--- src/rtl/tft_burst_server.sv ---
// Burst read server: accepts one request, issues BURST sequential SRAM reads and
// returns the data in address order through a fixed-latency valid pipeline.
module tft_burst_server #(
  parameter int unsigned AN     = 24,
  parameter int unsigned DN     = 16,
  parameter int unsigned BURST  = 8,
  parameter int unsigned RD_LAT = 2
) (
  input  logic          clkSYS,
  input  logic          aclr,
  input  logic          flush,
  input  logic          req,
  input  logic [AN-1:0] req_addr,
  output logic          req_ack,
  output logic [DN-1:0] mem_data,
  output logic          mem_valid,
  output logic          sram_rd,
  output logic [AN-1:0] sram_addr,
  input  logic          sram_wait,
  input  logic [DN-1:0] sram_q,
  output logic          busy
);

  localparam int unsigned CW = $clog2(BURST) + 1;
  localparam logic [CW-1:0] LastCnt = CW'(BURST - 1);

  typedef enum logic {StIdle, StBurst} state_e;

  state_e            state_q, state_d;
  logic [AN-1:0]     base_q, base_d;
  logic [CW-1:0]     cnt_q, cnt_d;
  logic [RD_LAT-1:0] pipe_q, pipe_d;
  logic [RD_LAT:0]   pipe_ext;
  logic              req_ack_q, req_ack_d;
  logic              mem_valid_q, mem_valid_d;
  logic [DN-1:0]     mem_data_q, mem_data_d;

  // A read goes out every BURST cycle the memory is not stalling, unless flushing.
  assign sram_rd   = (state_q == StBurst) & ~sram_wait & ~flush;
  assign sram_addr = base_q + AN'(cnt_q);

  assign req_ack   = req_ack_q;
  assign mem_valid = mem_valid_q;
  assign mem_data  = mem_data_q;
  assign busy      = (state_q == StBurst) | (|pipe_q) | mem_valid_q;

  always_comb begin
    state_d     = state_q;
    base_d      = base_q;
    cnt_d       = cnt_q;
    req_ack_d   = 1'b0;
    pipe_ext    = {pipe_q, sram_rd};
    pipe_d      = pipe_ext[RD_LAT-1:0];
    // Only the oldest pipe slot qualifies sram_q, so X on an idle bus never reaches mem_valid.
    mem_valid_d = pipe_q[RD_LAT-1];
    mem_data_d  = pipe_q[RD_LAT-1] ? sram_q : mem_data_q;

    if (flush) begin
      state_d     = StIdle;
      cnt_d       = '0;
      pipe_d      = '0;
      mem_valid_d = 1'b0;
      mem_data_d  = mem_data_q;
    end else begin
      unique case (state_q)
        StIdle: begin
          if (req) begin
            base_d    = req_addr;
            cnt_d     = '0;
            req_ack_d = 1'b1;
            state_d   = StBurst;
          end
        end
        StBurst: begin
          if (sram_rd) begin
            cnt_d = cnt_q + 1'b1;
            if (cnt_q == LastCnt) begin
              state_d = StIdle;
            end
          end
        end
        default: state_d = StIdle;
      endcase
    end
  end

  always_ff @(posedge clkSYS or posedge aclr) begin
    if (aclr) begin
      state_q     <= StIdle;
      base_q      <= '0;
      cnt_q       <= '0;
      pipe_q      <= '0;
      req_ack_q   <= 1'b0;
      mem_valid_q <= 1'b0;
      mem_data_q  <= '0;
    end else begin
      state_q     <= state_d;
      base_q      <= base_d;
      cnt_q       <= cnt_d;
      pipe_q      <= pipe_d;
      req_ack_q   <= req_ack_d;
      mem_valid_q <= mem_valid_d;
      mem_data_q  <= mem_data_d;
    end
  end

endmodule
--- config.mk ---
export PLATFORM = sky130hd
export DESIGN_NAME = tft_burst_server
export DESIGN_NICKNAME = d
export VERILOG_FILES = /design/src/rtl/tft_burst_server.sv
export SDC_FILE = /design/constraint.sdc
export NUM_CORES = 1
export LEC_CHECK = 0
export BUFFER_PORTS_ARGS = -buffer_cell sky130_fd_sc_hd__buf_2
export CAP_MARGIN = 40
export CORE_MARGIN = 3
export CORE_UTILIZATION = 54
export CTS_BUF_LIST = sky130_fd_sc_hd__clkbuf_4 sky130_fd_sc_hd__clkbuf_8 sky130_fd_sc_hd__clkbuf_16
export CTS_CLUSTER_DIAMETER = 40
export DETAILED_ROUTE_END_ITERATION = 8
export GPL_TIMING_DRIVEN = 0
export PLACE_DENSITY_LB_ADDON = 0.05
export SYNTH_ARGS = -nofsm -noshare
export SYNTH_HDL_FRONTEND = slang
export SYNTH_SLANG_ARGS = --single-unit
--- constraint.sdc ---
create_clock -name clkSYS -period 3.72 [get_ports clkSYS]
set_input_delay 0 -clock clkSYS [delete_from_list [all_inputs] [get_ports clkSYS]]
set_output_delay 0 -clock clkSYS [all_outputs]
set_load 0.01 [all_outputs]
==> results of run 1 <==
## power groups by stage
stage | combinational (mW) | clock, mW | sequential [mW]
after floorplan | 0.212 | 0 | 0.718
after global placement | 0.363 | 0 | 0.706
after detailed placement | 0.372 | 0 | 0.712
after CTS | 0.408 | 0.372 | 0.701
after global routing | 0.446 | 0.391 | 0.716
final | 0.409 | 0.361 | 0.701
## critical path, delay by kind of cell (launching register included)
kind,cells,cell delay (ns)
fa+ha+maj,2,0.67
compound gates,2,0.62
flops,1,0.44
simple gates,1,0.29
buf+inv,1,0.15
xor+xnor,1,0.13
## cell type report
class                           count  area (um^2)
Multi-Input combinational cell    132         1250
Sequential cell                    49         1230
Timing Repair Buffer              130          876
Fill cell                         281          861
Clock buffer                        5         68.8
Tap cell                           52         65.1
Buffer                              7         47.5
Clock inverter                      2         35.0
Inverter                            3         11.3
## cells by family after synthesis
logic type / count (synthesis) / share of synthesized area [%]
fa+ha+maj: 6 / 3.25
flops: 49 / 48.3
simple gates: 48 / 15.5
mux: 40 / 17.7
xor+xnor: 23 / 7.93
compound gates: 15 / 4.98
buf+inv: 10 / 2.32
## final timing paths
| check | end | slack [ns] |
|---|---|---|
| worst max register to register | base_q[13] | 2.20 |
| worst max-delay path | sram_addr[16] | 1.12 |
| worst min register to register | pipe_q[1] | 0.50 |
| min in group asynchronous | mem_data[12] | 0.19 |
| worst min-delay path | state_q | 0.02 |
| max in group asynchronous | base_q[1] | 3.03 |
## stage by stage
| step | instance area (um^2) | instances | util [%] | hold WS [ns] |
|---|---|---|---|---|
| floorplan | 2540 | 191 | - | 0.0558 |
| global placement | 3040 | 330 | 68.4 | 0.222 |
| detailed placement | 3060 | 331 | 68.8 | -0.0336 |
| CTS | 3580 | 380 | 80.6 | 0.00657 |
| global route | 3580 | 380 | 80.6 | 0.0113 |
| finish | 3580 | 380 | 80.6 | 0.0169 |
## per-layer routing
metal | track usage [%] | vias to the layer above | share of wire (%)
met1 | 26.6 | 940 | 42
li1 | - | 963 | -
met2 | 37.8 | 52 | 52
met5 | 0 | - | 0
met3 | 4.86 | 4 | 4.5
met4 | 5.93 | 0 | 0.73
## cells in the mapped netlist, types with 3 or more instances
library cell  instances
nor2_1                7
nor4_2                3
nand2_1               7
mux2_2               39
inv_1                 3
ha_1                  5
xnor2_1               4
nor3b_1               3
buf_4                 3
dfrtp_1              49
xor2_1               19
nor3_1                5
a21o_1                3
## flip-flops by register name, indices dropped and copies added (netlist names)
register / flops
cnt_q: 4
pipe_q: 2
mem_valid: 1
state_q: 1
mem_data: 16
req_ack: 1
base_q: 24
==> impl_metrics.csv, run 1 <==
group,metric,value,unit
min_path,hp-start,"flush",
power_and_ir_drop,pwr-share-seq,47.7,%
min_path,hold_depth,2,
grt,grt_start_max_net_pins,38,
critical_path,cp_max_fo,10,
critical_path,crit_path_start,"cnt_q[0]",
critical_path,reg2regPathDepth,3,
route,vias,1959,
route,firstDrtPassIters,4,
placement,io_buffers,87,
route,route.detailed.drc,0,
logic_synthesis,syn-cell-area,2540,um^2
logic_synthesis,synth_cell_types,43,
timing,tightest_slew,0.428,ns
timing,rsz0062_at_grt,"false",
timing,relSlewSlack,71.4,%
clock_network,cts_resized,0,
route,totalWireLength,5.74,mm
clock_network,numCtsBuffers,5,
timing,skew,0.00984,ns
timing,layout_min_cycle_time,2.60,ns
cells_and_area,layout_commonest_cell,"buf_2",
cells_and_area,final_cell_mix,"89 x buf_2, 49 x dfrtp_1, 42 x dlygate4sd3_1, 39 x mux2_2, 19 x xor2_1",
route,wire_per_inst,15.1,um
logic_synthesis,synth_top_cell_area_share,48.3,%
grt,grt_pass1_wl,8.97,mm
critical_path,crit_arrival,2.60,ns
cells_and_area,syn_to_final_growth,41.2,%
clock_network,cts_root_buf,"clkbuf_8",
critical_path,path_class,"flop to primary output",
critical_path,worstPathCellList,"ha_1, fa_1, a21o_1, a21oi_4, and4bb_2, xor2_1, buf_2",
critical_path,crit_path_start_kind,"flop",
timing,worst_slack,1.12,ns
logic_synthesis,synth_area_leaders,"dfrtp_1 48%, mux2_2 17%, xor2_1 6.6%, ha_1 2.5%, nor4_4 1.7%",
grt,grtUsageTotal,21.5,%
timing,setup_viol,0,
timing,hold_viol,0,
placement,dp_slack,1.46,ns
flow_run,maxCapViolCount,0,
power_and_ir_drop,p_comb_share,27.8,%
power_and_ir_drop,ir_drop,0.000254,V
power_and_ir_drop,power,1.47,mW
route,drt_iter0_drc,66,
critical_path,crit_slowest_cell,"dfrtp_1",
cells_and_area,drive_gt1_share,48.2,%
route,vias_per_cell,5.16,
clock_network,ctsLongestPathBuffers,2,
logic_synthesis,synthCells,191,
placement,place.gp.congestion,0.785,
clock_network,clk_latency,0.29,ns
grt,grt_overflow,0,
floorplanning,dieArea,5560,um^2
floorplanning,core_area,4440,um^2
timing,setup_tns,0,ns
floorplanning,rows,24,
logic_synthesis,ys_seq_elements,49,
logic_synthesis,ys_seq_area_share,48.3,%
power_and_ir_drop,p_sw_share,29.1,%
clock_network,hold_buffers,42,
logic_synthesis,syn-num-nets,242,
critical_path,r2r-start,"state_q",
critical_path,critPathMaxStageDelay,0.44,ns
placement,hpwl,3.79,mm
outcome,status,"finished, final reports clean",
logic_synthesis,avgSynthCellArea,13.3,um^2
floorplanning,ioPinCount,89,
route,route.antenna.remaining_nets,0,
timing,fmax,385,MHz
critical_path,required,3.72,ns
logic_synthesis,synth_enable_flop_cells,0,
timing,drv_slew,0,
logic_synthesis,ys.flop_type,"dfrtp_1",
critical_path,critPathCaptureType,"primary output",
floorplanning,initial_core_util,57.1,%
power_and_ir_drop,p_int,1.04,mW
power_and_ir_drop,p_clk_share,24.6,%
clock_network,htreeDepth,2,
cells_and_area,final_net_count,379,
timing,finalCritPeriodShare,69.8,%
logic_synthesis,yosys.area.top_type,"dfrtp_1",
grt,grt_antenna_before_repair,0,
logic_synthesis,synth-async-reset-ratio,100,%
clock_network,path_clk_slew,0.09,ns
floorplanning,die_y,74.6,um
floorplanning,die_x,74.6,um
power_and_ir_drop,power_density,411,nW/um^2
cells_and_area,antennaDiodeCount,0,
clock_network,cts_tree,"done",
power_and_ir_drop,p_sw,428,uW
grt,grt_pass1_vias,1941,
min_path,worstHoldPathType,"primary input to flop",
logic_synthesis,yosysWarnings,0,
clock_network,postCtsSetupRepairBufs,0,
clock_network,cts_sinks,49,
power_and_ir_drop,p_leak,1.74,nW
Note: power is estimated with default switching activity, not from simulation.
==> run 2: changes to the inputs <==
ABC_AREA = 1   (was default)
CORE_UTILIZATION = 50   (was 54)
clock period = 2.7 ns   (was 3.72 ns; I/O delays follow)
==> run 2 against run 1 <==
Net effect: area after synthesis rose by 5.0%; register-to-register slack got worse by 0.89 ns; non-clock buffer count rose by 1; flip-flop and latch count did not move; wire length rose by 28%; sequential power rose by 51%; clock power rose by 22%; total power rose by 55%; core utilization fell by 5.1 points; cell area rose by 4.1%; largest cell class unchanged; largest power group unchanged.
==> impl_metrics.csv, run 2 <==
group,metric,value,unit
outcome,status,"finished, final reports clean",
clock_network,path_clk_slew,0.09,ns
timing,layout_min_cycle_time,2.22,ns
logic_synthesis,synth-simple-area-share,39.4,%
cells_and_area,syn_to_final_growth,39.9,%
power_and_ir_drop,ir_drop,0.000399,V
timing,finalCritPeriodShare,82.3,%
route,firstDrtPassIters,4,
grt,grt_pass1_wl,12.8,mm
cells_and_area,final_net_count,553,
logic_synthesis,yosysMostFrequentCell,"nand2_1",
grt,grt_antenna_before_repair,0,
critical_path,crit_arrival,2.22,ns
logic_synthesis,ys_seq_area_share,46.0,%
grt,grt_overflow,0,
flow_run,maxCapViolCount,0,
timing,fmax,450,MHz
floorplanning,die_x,79.0,um
route,totalWireLength,7.35,mm
timing,relSlewSlack,68.1,%
route,wire_per_inst,12.9,um
critical_path,path_class,"flop to primary output",
logic_synthesis,syn-num-nets,414,
cells_and_area,regMostFlops,"base_q",
floorplanning,die_y,79.0,um
route,vias_per_cell,4.89,
placement,place.gp.congestion,0.912,
logic_synthesis,muxShareOfSynthArea,0,%
floorplanning,ioPinCount,89,
grt,grtUsageTotal,26.1,%
clock_network,numCtsBuffers,5,
route,drt_iter0_drc,178,
power_and_ir_drop,p_leak,2.02,nW
logic_synthesis,synth_top_family_by_area,"simple AND/OR/NAND/NOR gates",
timing,setup_viol,0,
timing,tightest_slew,0.479,ns
clock_network,cts_resized,0,
route,route.detailed.drc,0,
cells_and_area,drive_gt1_share,24.5,%
clock_network,postCtsSetupRepairBufs,0,
cells_and_area,largest_reg_flops,24,
logic_synthesis,ys_seq_elements,49,
timing,drv_slew,0,
clock_network,cts_sinks,49,
clock_network,cts_root_buf,"clkbuf_8",
critical_path,cp_max_fo,5,
floorplanning,dieArea,6240,um^2
placement,io_buffers,88,
route,route.antenna.remaining_nets,0,
timing,skew,0.00579,ns
route,vias,2787,
floorplanning,rows,25,
logic_synthesis,synth-xor-area-share,3.28,%
logic_synthesis,yosysWarnings,0,
critical_path,crit_path_start_kind,"flop",
timing,rsz0062_at_grt,"false",
timing,setup_tns,0,ns
placement,hpwl,5.16,mm
placement,dp_slack,0.830,ns
cells_and_area,layout_commonest_cell,"nand2_1",
cells_and_area,final_cell_mix,"180 x nand2_1, 93 x buf_2, 49 x dfrtp_1, 43 x dlygate4sd3_1, 25 x nor2_1",
floorplanning,core_area,4940,um^2
clock_network,ctsLongestPathBuffers,2,
timing,hold_viol,0,
logic_synthesis,synthCells,363,
logic_synthesis,synth_top_cell_area_share,46.0,%
floorplanning,initial_core_util,53.9,%
cells_and_area,antennaDiodeCount,0,
logic_synthesis,syn-cell-area,2670,um^2
logic_synthesis,synth_enable_flop_cells,0,
timing,worst_slack,0.478,ns
logic_synthesis,synth-async-reset-ratio,100,%
critical_path,critPathCaptureType,"primary output",
logic_synthesis,avgSynthCellArea,7.35,um^2
power_and_ir_drop,power_density,612,nW/um^2
clock_network,cts_tree,"done",
logic_synthesis,synth_compound_gate_area_share,3.38,%
logic_synthesis,synth_area_leaders,"dfrtp_1 46%, nand2_1 25%, nor2_1 3.5%, nand3_1 3.4%, inv_1 3.2%",
logic_synthesis,synth_common_cells,"180 x nand2_1, 49 x dfrtp_1, 25 x nor2_1",
logic_synthesis,ys.flop_type,"dfrtp_1",
logic_synthesis,yosys.area.top_type,"dfrtp_1",
clock_network,clk_latency,0.30,ns
min_path,worstHoldPathType,"primary input to flop",
critical_path,required,2.70,ns
logic_synthesis,synth_fa_ha_area_share,3.10,%
grt,grt_start_max_net_pins,29,
clock_network,htreeDepth,2,
logic_synthesis,synth_cell_types,22,
grt,grt_pass1_vias,2766,
==> run 2: changes by cell type after synthesis, moves of 5 or more <==
cell,delta
inv_1,+20
mux2_2,-39
nand2_1,+173
nand3_1,+16
nor2_1,+18
nor2_2,+6
nor3_1,-5
o21ai_0,+13
xor2_1,-11
==> run 2: worst max-delay path, stage by stage, from the launching register on <==
cell and delay, ns:
dfrtp_1 0.43, ha_1 0.26, fa_1 0.46, a21oi_1 0.33
nor2_1 0.13, nand2_1 0.08, nand2_1 0.05, nand2_1 0.06
buf_2 0.12
==> run 2: where the power goes <==
group / leakage, nW / internal [mW] / total (mW) / switching [mW]
Combinational: 1.35 / 0.334 / 0.776 / 0.441
Sequential: 0.620 / 0.912 / 1.06 / 0.152
Clock: 0.0490 / 0.195 / 0.442 / 0.247
Total: 2.02 / 1.44 / 2.28 / 0.841
==> run 2: final timing paths <==
| path | start | end | slack [ns] | cells past startpoint |
|---|---|---|---|---|
| hold / removal | req | cnt_q[1] | 0.05 | 4 |
| setup / recovery | cnt_q[0] | sram_addr[22] | 0.48 | 8 |
| max in group asynchronous | aclr | base_q[9] | 1.93 | 4 |
| hold reg to reg | mem_data[15] | mem_data[15] | 0.48 | 2 |
| setup reg to reg | state_q | base_q[1] | 1.31 | 7 |
| min in group asynchronous | aclr | mem_data[13] | 0.26 | 3 |
==> run 2: area by class of cell <==
type | instances | area, um^2
well taps | 67 | 83.8
multi-input cells | 282 | 1310
inverters | 26 | 97.6
flip-flops and latches | 49 | 1230
fillers | 409 | 1210
clock buffers | 6 | 76.3
clock inverters | 2 | 13.8
plain buffers | 6 | 32.5
repair buffers | 132 | 891
==> run 2: repair_timing <==
item / 4_1_cts / 5_1_grt
endpoints found under the setup margin: 0 / 0
hold buffers: 43 / 0
endpoints found under the hold margin: 64 / 0
==> run 2: cells by family after synthesis <==
family	after synthesis
XOR/XNOR	10
adder cells (fa/ha/maj)	6
buffers and inverters	32
flip-flops	49
AO/OA/AOI/OAI	18
AND/OR/NAND/NOR	248
==> run 2: metal layers <==
layer / GRT usage, % / vias up / share of wire (%)
li1: - / 1404 / -
met1: 33.8 / 1284 / 43
met2: 44.4 / 90 / 49
met3: 4.99 / 9 / 7.1
met4: 7.39 / 0 / 1.3
met5: 0 / - / 0
==> run 2: through the flow <==
stage	hold slack, ns	instances	power [mW]	util [%]	cell area (um^2)
after global routing	0.0612	570	2.45	75.5	3730
final	0.0530	570	2.28	75.5	3730
after floorplan	0.0416	363	1.48	-	2670
after global placement	0.198	518	1.77	64.6	3190
after CTS	0.0400	570	2.29	75.5	3730
after detailed placement	0.0619	519	1.80	65.0	3210
